### config.mk
export PLATFORM = sky130hd
export DESIGN_NAME = axil_weight_loader_flat
export DESIGN_NICKNAME = d
export VERILOG_FILES = /design/src/rtl/axil_weight_loader_pkg.sv /design/src/rtl/axil_weight_loader_if.sv /design/src/rtl/axil_weight_loader_watchdog.sv /design/src/rtl/axil_weight_loader.sv /design/src/flat_wrapper.sv
export SDC_FILE = /design/constraint.sdc
export NUM_CORES = 1
export LEC_CHECK = 0
export ABC_CLOCK_PERIOD_IN_PS = 3200
export CORE_ASPECT_RATIO = 1.2
export CORE_MARGIN = 8
export CORE_UTILIZATION = 36
export DETAILED_ROUTE_END_ITERATION = 6
export HOLD_SLACK_MARGIN = 0.02
export PLACE_DENSITY_LB_ADDON = 0.05
export SYNTH_ARGS = -nofsm -noshare
export SYNTH_HDL_FRONTEND = slang
export SYNTH_HIERARCHICAL = 1
export SYNTH_SLANG_ARGS = --single-unit
### constraint.sdc
create_clock -name clk -period 3.2 [get_ports clk]
set_clock_uncertainty 0.1 [all_clocks]
set_input_delay 0.8 -clock clk [delete_from_list [all_inputs] [get_ports clk]]
set_output_delay 0.8 -clock clk [all_outputs]
set_load 0.03 [all_outputs]
### src/rtl/axil_weight_loader_pkg.sv
// rtl/axil_weight_loader_pkg.sv - shared types and constants for the AXI4-Lite weight loader
//
// Package spk_axil_pkg
//   AXI_RESP_*      AXI4-Lite response codes
//   loader_state_t  loader FSM states
//   WEIGHT_W        synaptic weight width in bits
//   WSTRB_WEIGHT    byte strobe covering the low 16 bits of a 32-bit beat
package spk_axil_pkg;

  localparam logic [1:0] AXI_RESP_OKAY   = 2'b00;
  localparam logic [1:0] AXI_RESP_EXOKAY = 2'b01;
  localparam logic [1:0] AXI_RESP_SLVERR = 2'b10;
  localparam logic [1:0] AXI_RESP_DECERR = 2'b11;

  localparam int         WEIGHT_W     = 16;
  localparam logic [3:0] WSTRB_WEIGHT = 4'b0011;

  typedef enum logic [2:0] {
    IDLE = 3'd0,
    WR   = 3'd1,
    WR_B = 3'd2,
    RD_A = 3'd3,
    RD_D = 3'd4,
    RSP  = 3'd5
  } loader_state_t;

endpackage

### src/rtl/axil_weight_loader_if.sv
// rtl/axil_weight_loader_if.sv - AXI4-Lite bus bundle between the loader and the weight memory
//
// Signals: AW (awaddr/awvalid/awready), W (wdata/wstrb/wvalid/wready),
//          B (bresp/bvalid/bready), AR (araddr/arvalid/arready),
//          R (rdata/rresp/rvalid/rready).
// Modports: master (loader side), slave (responder side).
interface axil_weight_loader_if;

  logic [31:0] awaddr;
  logic        awvalid;
  logic        awready;
  logic [31:0] wdata;
  logic [3:0]  wstrb;
  logic        wvalid;
  logic        wready;
  logic [1:0]  bresp;
  logic        bvalid;
  logic        bready;
  logic [31:0] araddr;
  logic        arvalid;
  logic        arready;
  logic [31:0] rdata;
  logic [1:0]  rresp;
  logic        rvalid;
  logic        rready;

  modport master (
    output awaddr, awvalid, input awready,
    output wdata, wstrb, wvalid, input wready,
    input  bresp, bvalid, output bready,
    output araddr, arvalid, input arready,
    input  rdata, rresp, rvalid, output rready
  );

  modport slave (
    input  awaddr, awvalid, output awready,
    input  wdata, wstrb, wvalid, output wready,
    output bresp, bvalid, input bready,
    input  araddr, arvalid, output arready,
    output rdata, rresp, rvalid, input rready
  );

endinterface

### src/rtl/axil_weight_loader_watchdog.sv
// rtl/axil_weight_loader_watchdog.sv - per-phase cycle watchdog used by the weight loader
//
// Module axil_phase_watchdog (only instantiated when AXIL_LOADER_TIMEOUT_EN is defined)
//   clk, rst   clock, asynchronous active-high reset
//   load       restart the count (phase changed)
//   tick       phase is being timed this cycle
//   expire     this is the TIMEOUT_CYCLES-th timed cycle of the current phase
module axil_phase_watchdog #(
  parameter int TIMEOUT_CYCLES = 1024
) (
  input  logic clk,
  input  logic rst,
  input  logic load,
  input  logic tick,
  output logic expire
);

  localparam int CW = $clog2(TIMEOUT_CYCLES) + 1;

  logic [CW-1:0] cnt_q;

  // Expiry always forces a phase change in the loader, so the count never
  // needs to saturate: the following load restarts it.
  assign expire = tick && (cnt_q == CW'(TIMEOUT_CYCLES - 1));

  always_ff @(posedge clk or posedge rst) begin
    if (rst) begin
      cnt_q <= '0;
    end else if (load) begin
      cnt_q <= '0;
    end else if (tick) begin
      cnt_q <= cnt_q + 1'b1;
    end
  end

endmodule

### src/rtl/axil_weight_loader.sv
// rtl/axil_weight_loader.sv - AXI4-Lite initiator that writes/reads 16-bit synaptic weights
//
// One command at a time is turned into a single AXI4-Lite transaction; the
// outcome is returned on a held response port. Optional per-phase watchdog
// enabled by the macro AXIL_LOADER_TIMEOUT_EN.
// Ports:
//   clk, rst                  clock, asynchronous active-high reset
//   cmd_valid/cmd_ready       command handshake
//   cmd_write/index/wdata     1 = write weight, synapse index, weight to write
//   rsp_valid/rsp_ready       response handshake (held until consumed)
//   rsp_rdata/rsp_err         read weight (0 on write/error), error flag
//   busy                      loader not idle
//   err_count                 saturating count of error responses
//   timeout_flag              sticky watchdog expiry flag (0 without the macro)
//   m_axi                     AXI4-Lite master port
module axil_weight_loader
  import spk_axil_pkg::*;
#(
  parameter logic [31:0] BASE_ADDR      = 32'h0000_0000,
  parameter int          NUM_SYNAPSES   = 72401,
  parameter int          TIMEOUT_CYCLES = 1024
) (
  input  logic                clk,
  input  logic                rst,
  input  logic                cmd_valid,
  output logic                cmd_ready,
  input  logic                cmd_write,
  input  logic [31:0]         cmd_index,
  input  logic [WEIGHT_W-1:0] cmd_wdata,
  output logic                rsp_valid,
  input  logic                rsp_ready,
  output logic [WEIGHT_W-1:0] rsp_rdata,
  output logic                rsp_err,
  output logic                busy,
  output logic [15:0]         err_count,
  output logic                timeout_flag,
  axil_weight_loader_if.master m_axi
);

  localparam logic [31:0] IDX_LIMIT = NUM_SYNAPSES;

  loader_state_t       state_q, state_d;
  logic                cmd_ready_q, cmd_ready_d;
  logic                awvalid_q, awvalid_d;
  logic                wvalid_q, wvalid_d;
  logic                bready_q, bready_d;
  logic                arvalid_q, arvalid_d;
  logic                rready_q, rready_d;
  logic                rsp_valid_q, rsp_valid_d;
  logic [WEIGHT_W-1:0] rsp_rdata_q, rsp_rdata_d;
  logic                rsp_err_q, rsp_err_d;
  logic                busy_q, busy_d;
  logic [15:0]         err_count_q, err_count_d;
  logic [31:0]         addr_q, addr_d;
  logic [WEIGHT_W-1:0] wdata_q, wdata_d;

  // Only the low weight bits of a read beat carry information.
  logic unused_rdata_hi;
  assign unused_rdata_hi = ^m_axi.rdata[31:16];

`ifdef AXIL_LOADER_TIMEOUT_EN
  logic timeout_q, timeout_d;
  logic wd_load, wd_tick, wd_expire;

  assign wd_tick = (state_q == WR) || (state_q == WR_B) ||
                   (state_q == RD_A) || (state_q == RD_D);
  assign wd_load = (state_d != state_q);

  axil_phase_watchdog #(
    .TIMEOUT_CYCLES(TIMEOUT_CYCLES)
  ) u_watchdog (
    .clk   (clk),
    .rst   (rst),
    .load  (wd_load),
    .tick  (wd_tick),
    .expire(wd_expire)
  );

  assign timeout_flag = timeout_q;
`else
  assign timeout_flag = 1'b0;
`endif

  always_comb begin
    state_d     = state_q;
    cmd_ready_d = cmd_ready_q;
    awvalid_d   = awvalid_q;
    wvalid_d    = wvalid_q;
    bready_d    = bready_q;
    arvalid_d   = arvalid_q;
    rready_d    = rready_q;
    rsp_valid_d = rsp_valid_q;
    rsp_rdata_d = rsp_rdata_q;
    rsp_err_d   = rsp_err_q;
    err_count_d = err_count_q;
    addr_d      = addr_q;
    wdata_d     = wdata_q;
`ifdef AXIL_LOADER_TIMEOUT_EN
    timeout_d   = timeout_q;
`endif

    case (state_q)
      IDLE: begin
        if (cmd_valid && cmd_ready_q) begin
          cmd_ready_d = 1'b0;
          addr_d      = BASE_ADDR + {cmd_index[29:0], 2'b00};
          wdata_d     = cmd_wdata;
          if (cmd_index >= IDX_LIMIT) begin
            // Out-of-range index: answer locally, never touch the bus.
            state_d     = RSP;
            rsp_valid_d = 1'b1;
            rsp_err_d   = 1'b1;
            rsp_rdata_d = '0;
          end else if (cmd_write) begin
            state_d   = WR;
            awvalid_d = 1'b1;
            wvalid_d  = 1'b1;
          end else begin
            state_d   = RD_A;
            arvalid_d = 1'b1;
          end
        end
      end

      WR: begin
        // AW and W complete independently; each valid holds until its own handshake.
        if (awvalid_q && m_axi.awready) awvalid_d = 1'b0;
        if (wvalid_q && m_axi.wready)   wvalid_d  = 1'b0;
        if (!awvalid_d && !wvalid_d) begin
          state_d  = WR_B;
          bready_d = 1'b1;
        end
      end

      WR_B: begin
        if (m_axi.bvalid) begin
          bready_d    = 1'b0;
          state_d     = RSP;
          rsp_valid_d = 1'b1;
          rsp_err_d   = (m_axi.bresp != AXI_RESP_OKAY);
          rsp_rdata_d = '0;
        end
      end

      RD_A: begin
        if (m_axi.arready) begin
          arvalid_d = 1'b0;
          rready_d  = 1'b1;
          state_d   = RD_D;
        end
      end

      RD_D: begin
        if (m_axi.rvalid) begin
          rready_d    = 1'b0;
          state_d     = RSP;
          rsp_valid_d = 1'b1;
          rsp_err_d   = (m_axi.rresp != AXI_RESP_OKAY);
          rsp_rdata_d = (m_axi.rresp != AXI_RESP_OKAY) ? '0 : m_axi.rdata[WEIGHT_W-1:0];
        end
      end

      RSP: begin
        if (rsp_ready) begin
          rsp_valid_d = 1'b0;
          cmd_ready_d = 1'b1;
          state_d     = IDLE;
        end
      end

      default: begin
        state_d     = IDLE;
        cmd_ready_d = 1'b1;
      end
    endcase

`ifdef AXIL_LOADER_TIMEOUT_EN
    // A stuck responder: abandon the transaction and report an error.
    if (wd_expire) begin
      awvalid_d   = 1'b0;
      wvalid_d    = 1'b0;
      bready_d    = 1'b0;
      arvalid_d   = 1'b0;
      rready_d    = 1'b0;
      timeout_d   = 1'b1;
      state_d     = RSP;
      rsp_valid_d = 1'b1;
      rsp_err_d   = 1'b1;
      rsp_rdata_d = '0;
    end
`endif

    // Count once per error response, at the edge where rsp_valid rises.
    if (rsp_valid_d && !rsp_valid_q && rsp_err_d && (err_count_q != 16'hFFFF)) begin
      err_count_d = err_count_q + 16'd1;
    end

    busy_d = (state_d != IDLE);
  end

  always_ff @(posedge clk or posedge rst) begin
    if (rst) begin
      state_q     <= IDLE;
      cmd_ready_q <= 1'b1;
      awvalid_q   <= 1'b0;
      wvalid_q    <= 1'b0;
      bready_q    <= 1'b0;
      arvalid_q   <= 1'b0;
      rready_q    <= 1'b0;
      rsp_valid_q <= 1'b0;
      rsp_rdata_q <= '0;
      rsp_err_q   <= 1'b0;
      busy_q      <= 1'b0;
      err_count_q <= '0;
      addr_q      <= '0;
      wdata_q     <= '0;
    end else begin
      state_q     <= state_d;
      cmd_ready_q <= cmd_ready_d;
      awvalid_q   <= awvalid_d;
      wvalid_q    <= wvalid_d;
      bready_q    <= bready_d;
      arvalid_q   <= arvalid_d;
      rready_q    <= rready_d;
      rsp_valid_q <= rsp_valid_d;
      rsp_rdata_q <= rsp_rdata_d;
      rsp_err_q   <= rsp_err_d;
      busy_q      <= busy_d;
      err_count_q <= err_count_d;
      addr_q      <= addr_d;
      wdata_q     <= wdata_d;
    end
  end

`ifdef AXIL_LOADER_TIMEOUT_EN
  always_ff @(posedge clk or posedge rst) begin
    if (rst) timeout_q <= 1'b0;
    else     timeout_q <= timeout_d;
  end
`endif

  assign cmd_ready     = cmd_ready_q;
  assign rsp_valid     = rsp_valid_q;
  assign rsp_rdata     = rsp_rdata_q;
  assign rsp_err       = rsp_err_q;
  assign busy          = busy_q;
  assign err_count     = err_count_q;

  assign m_axi.awaddr  = addr_q;
  assign m_axi.awvalid = awvalid_q;
  assign m_axi.wdata   = {16'h0000, wdata_q};
  assign m_axi.wstrb   = WSTRB_WEIGHT;
  assign m_axi.wvalid  = wvalid_q;
  assign m_axi.bready  = bready_q;
  assign m_axi.araddr  = addr_q;
  assign m_axi.arvalid = arvalid_q;
  assign m_axi.rready  = rready_q;

endmodule

### src/flat_wrapper.sv
// flat-port wrapper written by rule: the top's interface ports become plain ports
module axil_weight_loader_flat import spk_axil_pkg::*;
#(
  parameter logic [31:0] BASE_ADDR      = 32'h0000_0000,
  parameter int          NUM_SYNAPSES   = 72401,
  parameter int          TIMEOUT_CYCLES = 1024
)
  (clk, rst, cmd_valid, cmd_ready, cmd_write, cmd_index, cmd_wdata, rsp_valid, rsp_ready, rsp_rdata, rsp_err, busy, err_count, timeout_flag, m_axi_awaddr, m_axi_awvalid, m_axi_awready, m_axi_wdata, m_axi_wstrb, m_axi_wvalid, m_axi_wready, m_axi_bresp, m_axi_bvalid, m_axi_bready, m_axi_araddr, m_axi_arvalid, m_axi_arready, m_axi_rdata, m_axi_rresp, m_axi_rvalid, m_axi_rready);
  axil_weight_loader_if m_axi_i ();
  input  logic clk;
  input  logic rst;
  input  logic cmd_valid;
  output logic cmd_ready;
  input  logic cmd_write;
  input  logic [31:0] cmd_index;
  input  logic [WEIGHT_W-1:0] cmd_wdata;
  output logic rsp_valid;
  input  logic rsp_ready;
  output logic [WEIGHT_W-1:0] rsp_rdata;
  output logic rsp_err;
  output logic busy;
  output logic [15:0] err_count;
  output logic timeout_flag;
  output wire logic [$bits(m_axi_i.awaddr)-1:0] m_axi_awaddr;
  output wire logic [$bits(m_axi_i.awvalid)-1:0] m_axi_awvalid;
  input wire logic [$bits(m_axi_i.awready)-1:0] m_axi_awready;
  output wire logic [$bits(m_axi_i.wdata)-1:0] m_axi_wdata;
  output wire logic [$bits(m_axi_i.wstrb)-1:0] m_axi_wstrb;
  output wire logic [$bits(m_axi_i.wvalid)-1:0] m_axi_wvalid;
  input wire logic [$bits(m_axi_i.wready)-1:0] m_axi_wready;
  input wire logic [$bits(m_axi_i.bresp)-1:0] m_axi_bresp;
  input wire logic [$bits(m_axi_i.bvalid)-1:0] m_axi_bvalid;
  output wire logic [$bits(m_axi_i.bready)-1:0] m_axi_bready;
  output wire logic [$bits(m_axi_i.araddr)-1:0] m_axi_araddr;
  output wire logic [$bits(m_axi_i.arvalid)-1:0] m_axi_arvalid;
  input wire logic [$bits(m_axi_i.arready)-1:0] m_axi_arready;
  input wire logic [$bits(m_axi_i.rdata)-1:0] m_axi_rdata;
  input wire logic [$bits(m_axi_i.rresp)-1:0] m_axi_rresp;
  input wire logic [$bits(m_axi_i.rvalid)-1:0] m_axi_rvalid;
  output wire logic [$bits(m_axi_i.rready)-1:0] m_axi_rready;
  assign m_axi_awaddr = m_axi_i.awaddr;
  assign m_axi_awvalid = m_axi_i.awvalid;
  assign m_axi_i.awready = m_axi_awready;
  assign m_axi_wdata = m_axi_i.wdata;
  assign m_axi_wstrb = m_axi_i.wstrb;
  assign m_axi_wvalid = m_axi_i.wvalid;
  assign m_axi_i.wready = m_axi_wready;
  assign m_axi_i.bresp = m_axi_bresp;
  assign m_axi_i.bvalid = m_axi_bvalid;
  assign m_axi_bready = m_axi_i.bready;
  assign m_axi_araddr = m_axi_i.araddr;
  assign m_axi_arvalid = m_axi_i.arvalid;
  assign m_axi_i.arready = m_axi_arready;
  assign m_axi_i.rdata = m_axi_rdata;
  assign m_axi_i.rresp = m_axi_rresp;
  assign m_axi_i.rvalid = m_axi_rvalid;
  assign m_axi_rready = m_axi_i.rready;
  axil_weight_loader #(.BASE_ADDR(BASE_ADDR), .NUM_SYNAPSES(NUM_SYNAPSES), .TIMEOUT_CYCLES(TIMEOUT_CYCLES)) u_core (.clk(clk), .rst(rst), .cmd_valid(cmd_valid), .cmd_ready(cmd_ready), .cmd_write(cmd_write), .cmd_index(cmd_index), .cmd_wdata(cmd_wdata), .rsp_valid(rsp_valid), .rsp_ready(rsp_ready), .rsp_rdata(rsp_rdata), .rsp_err(rsp_err), .busy(busy), .err_count(err_count), .timeout_flag(timeout_flag), .m_axi(m_axi_i));
endmodule
== Word-level counts from Yosys, hierarchy flattened ==
Cells that the tools add are included.

* Input bits: 94
* Memory bits (writable): 0
* Memories: 0
* Logic and storage cells: 109
* Bits in latches: 0
* ROM bits: 0
* Output and inout bits: 142
* Register bits after elaboration: 90

* Bitwise gates (word level): 1
* $lt $le $gt $ge: 1
* Shift operators: 0
* $add $sub $neg: 1
* Reduce and logical (&&, ||, !) cells: 27
* Muxes and demuxes: 49
* Divide/modulo/power cells: 0
* Multipliers: 0
* Eq/ne operators: 16

{| class="wikitable"
|+ Operator list
! kind !! count
|-
| two-way mux 16 bit || 5
|-
| case mux 16 bit (3 select lines) || 1
|-
| greater-or-equal comparator 32 x 17 -> 1 bit, second input constant || 1
|-
| two-way mux 1 bit || 26
|-
| two-way mux 3 bit || 7
|-
| case mux 3 bit (6 select lines) || 1
|-
| adder 16 x 1 -> 16 bit, second input constant || 1
|-
| != test 16 bit, second input constant || 1
|-
| != test 2 bit, second input constant || 7
|-
| nonzero test 2 bit || 6
|-
| case mux 1 bit (2 select lines) || 5
|-
| AND reduction 5 bit || 2
|-
| AND reduction 3 bit || 3
|-
| logical AND 1 bit || 7
|-
| equality test 3 x 2 -> 1 bit, second input constant || 2
|-
| equality test 3 bit, second input constant || 2
|-
| != test 2 x 1 -> 1 bit, second input constant || 3
|-
| case mux 1 bit (3 select lines) || 2
|-
| nonzero test 3 bit || 2
|-
| case mux 1 bit (4 select lines) || 1
|-
| AND reduction 4 bit || 1
|-
| OR reduction 4 bit || 1
|-
| equality test 3 x 1 -> 1 bit, second input constant || 1
|-
| zero test 1 bit || 3
|-
| other kinds (4) || 4
|}

== Depth between registers and ports, before layout ==
* Depth after elaboration: 8
* Mapped depth: 8
* Depth with buffers taken out: 6

== Least setup slack after synthesis ==
OpenSTA, ideal clock, no wires.

* Path type: input port to flip-flop
* Start point: input port cmd_index[8]
* End point: register u_core.err_count_q[3] (netlist: u_core/err_count[3])
* Required time: 2.966 ns
* Buffers on the path: 1
* Slack: 0.857 ns
* Arrival time: 2.109 ns
* Library setup time: 0.134 ns
* Stages on the path: 7
* Cells stage by stage: nand4b_1 > a2111oi_2 > nor4_2 > o22ai_2 > buf_6 > nand4_1 > xnor2_1

* Word-level cells in the longest chain between the ends: 7
* Elaborated cells between the ends (all ways): 10

{| class="wikitable"
|+ RTL lines
! item !! line !! text
|-
| start, declared || flat_wrapper.sv:15 || <nowiki>input logic [31:0] cmd_index;</nowiki>
|-
| greater-or-equal comparator 32 x 17 -> 1 bit (*) || axil_weight_loader.sv:108 || <nowiki>if (cmd_index >= IDX_LIMIT) begin</nowiki>
|-
| two-way mux 1 bit || axil_weight_loader.sv:108 ||
|-
| two-way mux 1 bit || axil_weight_loader.sv:104 || <nowiki>if (cmd_valid && cmd_ready_q) begin</nowiki>
|-
| case mux 1 bit (4 select lines) || axil_weight_loader.sv:102 || <nowiki>case (state_q)</nowiki>
|-
| logical AND 1 bit || axil_weight_loader.sv:194 || <nowiki>if (rsp_valid_d && !rsp_valid_q && rsp_err_d && (err_count_q != 16'hFFFF)) begin</nowiki>
|-
| logical AND 1 bit (*) (2 in a row) || axil_weight_loader.sv:194 ||
|-
| end signal, assigned || axil_weight_loader.sv:229 || <nowiki>err_count_q <= err_count_d;</nowiki>
|-
| end, declared || axil_weight_loader.sv:53 || <nowiki>logic [15:0] err_count_q, err_count_d;</nowiki>
|}

Mark *: on every way between the ends. The rest lies on a longest branch, timed or not.
A chain may end at the register's enable or synchronous reset.

== Worst setup path in the final report ==
* Start point: input port cmd_index[8]
* End point: register u_core.rsp_rdata_q[12] (netlist: u_core/rsp_rdata[12])

* Word-level cells in the longest chain between the ends: 3

{| class="wikitable"
|+ RTL lines
! item !! line !! text
|-
| greater-or-equal comparator 32 x 17 -> 1 bit || axil_weight_loader.sv:108 ||
|-
| != test 2 x 1 -> 1 bit (no source line) || -- ||
|-
| AND reduction 5 bit (no source line) || -- ||
|-
| end signal, assigned || axil_weight_loader.sv:226 || <nowiki>rsp_rdata_q <= rsp_rdata_d;</nowiki>
|-
| end, declared || axil_weight_loader.sv:50 || <nowiki>logic [WEIGHT_W-1:0] rsp_rdata_q, rsp_rdata_d;</nowiki>
|}

Every way passes these cells.

==> run metrics <==
Synth Area in XOR/XNOR 3.01%; Worst Setup End Kind flip-flop; leakage 2.71 nW; worst path bufs/invs 3; die height 137 um; Worst R2R Path Depth 6; VDD IR max 361 uV; WP depth 9; area leader, netlist dfrtp_1; root buf cell clkbuf_16; Iteration-0 DRC Markers 178; fin crit share 86.3%; setup bufs post-CTS 0; # rows 44; Slew headroom 57.4%; area share of fa/ha/maj cells after synthesis 0.287%; Hold Crit Class reg2reg; Yosys top cell area share 51.0%; via count 3,319; vias in the first global route 3,545; Mapped Cells 385; largest cells by area after synthesis dfrtp_1 51%, mux2_2 12%, buf_4 9.8%, nand2_1 4.3%, o21ai_2 2.8%; grt total ovfl 0; Synth async-reset ratio 100%; critical path required time 3.32 ns; Mapped Area 4370 sq um; drt wl/cell 16.5 um; # hold bufs at CTS 0; PwrDens 936 nW/um^2; nets@finish 646; Synth cell types 48; Setup CP Type in2reg; worst hold start u_core/rsp_rdata[2]; input/output buffers 194; die area 15,900 sq um; startpoint types input pin; TritonCTS Buffers 9; Via density 4.63; antenna cell count 0; Antenna Violating Nets Remaining 0; detailed-route DRC error count 0; CP max-delay cell a2111oi_2; crit-path max FO 32; largest family of logic cells by synthesized area multiplexers; initial antenna violation count 0; H-tree levels 3; CTS sink count 90; min Tclk post-route 2.76 ns; Layout area overhead 48.8%; CTS tree built; maximum clock path buffer count 2; CTS resizes 0; Synth Area in Compound Gates 8.60%; multiplexer share of the synthesized area 12.6%; crit-path cells clkdlybuf4s50_1 -> nand4b_1 -> a2111oi_2 -> o41ai_1 -> buf_4 -> a211o_1 -> buf_12 -> nand2_1 -> o21ai_2; CP Capture Point u_core/rsp_rdata[12]; Ys Warns 6; Reg-to-Reg End u_core/err_count[1]; Top FF cell, synth dfrtp_1; Avg Inst Size Synth 11.3 sq um; Tot GR Track Use 14.6%; # fillers 1,099; Max-Cap Viols 0; final wirelength 11.8 mm; worst r2r src u_core/state_q[0]; Final Hold Fails 0; r2r setup slk 1.01 ns; TritonRoute pass-1 iters 4; simple logic cell fraction of the synthesized area 11.5%; Clk Latency, worst-skew pair 0.33 ns; pin count of the biggest net entering global routing 52; Seq/Total Area, Yosys 51.6%; Crit. Startpoint cmd_index[8]; RSZ-0062 raised after global routing false; die width 117 um; Final Max Tran Viols 0; Least-Margin Pin Slew 0.639 ns; layout cell share with drive strength beyond 1 16.7%; EDFF count, synth 0; Synth Register Bits 90; initial core utilization 36.5%; FMAX 362 MHz; outcome complete, no violations; Setup violations, final 0; gpl congestion 0.811; DP HPWL 9.10 mm; Setup TNS 0 ns; I/O Pins 236; first-pass GRT wire length 18.4 mm; CORE AREA 11,900 sq um; CP max stage delay 0.52 ns; clock slew at reported path FFs 0.07 ns; crit path DAT 2.88 ns; Util after Layout 54.4%; family with the most delay on the worst path compound AO/OA/AOI/OAI gates
area by class of cell:
cell class	instances	area (sq um)	share of cell area [%]
Sequential cell	90	2250	34.7
Inverter	8	33.8	0.520
Clock inverter	6	66.3	1.02
Tap cell	161	201	3.10
Timing Repair Buffer	201	2030	31.3
Clock buffer	10	239	3.68
Multi-Input combinational cell	241	1670	25.7
worst min-delay path, cell delays in order, from the launching register on:
cell,delay [ns]
dfrtp_1,0.34
nand2_1,0.06
o21ai_2,0.05
cell families after synthesis:
family	after synthesis
simple gates	102
flops	90
buf+inv	77
compound gates	49
mux	49
xor+xnor	15
other cells	2
fa+ha+maj	1
layer usage:
metal | up-vias | global-route usage (%) | part of all wire (%)
li1 | 1588 | - | -
met1 | 1594 | 16.7 | 40
met2 | 130 | 23.7 | 47
met3 | 7 | 6.53 | 12
met4 | 0 | 5.20 | 1.0
met5 | - | 0 | 0
registers in the layout, summed over array words and instances (netlist names):
name	count
u_core/err_count	16
u_core/m_axi.wvalid	1
u_core/state_q	3
u_core/wdata_q	16
u_core/busy	1
u_core/m_axi.bready	1
u_core/m_axi.araddr	30
u_core/cmd_ready	1
u_core/rsp_err	1
u_core/rsp_valid	1
u_core/rsp_rdata	16
u_core/m_axi.arvalid	1
u_core/m_axi.awvalid	1
u_core/m_axi.rready	1
layout by cell type, fill, tap and decap left out, types with 2 or more instances in the layout:
master,count
clkdlybuf4s50_1,194
dfrtp_1,89
nand2_1,50
mux2_2,47
conb_1,25
o21ai_2,14
xnor2_1,14
nor2_1,10
clkbuf_16,9
nand4_1,9
nand3_1,8
a21oi_1,8
inv_1,7
and3_1,6
o21ai_0,5
clkinvlp_4,4
buf_4,4
o31ai_1,3
nor4_1,3
nor2b_1,3
o22a_1,3
buf_12,3
a211o_1,2
mux2i_1,2
a22oi_1,2
a21o_1,2
o22ai_1,2
o21ai_1,2
through the flow:
step	hold slack [ns]	total power [mW]	instances	worst slack, ns	area, sq um
floorplan	0.476	3.95	408	0.857	4460
global placement	0.360	5.04	701	0.0819	6190
detailed placement	0.370	5.08	701	0.0675	6190
CTS	0.387	6.17	717	0.410	6500
global route	0.408	6.40	717	0.268	6500
finish	0.382	6.08	717	0.438	6500
cells in the mapped netlist (2+ instances only):
library cell	n
nand2_1	50
a211o_1	2
nand3_1	8
o21ai_0	5
inv_1	8
nor4_2	2
conb_1	2
dfrtp_1	89
o21ai_1	2
mux2_2	47
nor2b_1	3
a21o_1	2
o22ai_1	2
a21oi_1	8
nand4_1	9
xnor2_1	14
nor2_1	10
buf_4	57
o31ai_1	3
o22a_1	3
o21ai_2	14
clkbuf_1	6
a22oi_1	2
and3_1	6
nor4_1	3
mux2i_1	2
buf_2	2
buf_6	4
how the worst min path moves through the flow:
stage	cells past startpoint	slack, ns	to
2_1_floorplan	2	0.48	u_core/cmd_ready
3_3_place_gp	2	0.36	u_core/rsp_rdata[8]
3_5_place_dp	2	0.37	u_core/rsp_rdata[5]
4_1_cts	2	0.39	u_core/rsp_rdata[2]
5_1_grt	2	0.41	u_core/rsp_rdata[2]
6_report	2	0.38	u_core/rsp_rdata[2]
where the power goes:
| part | internal [mW] | switching (mW) |
|---|---|---|
| Sequential | 1.52 | 0.292 |
| Clock | 0.626 | 0.437 |
| Combinational | 1.39 | 1.81 |
(Power assumes the default switching activity.)
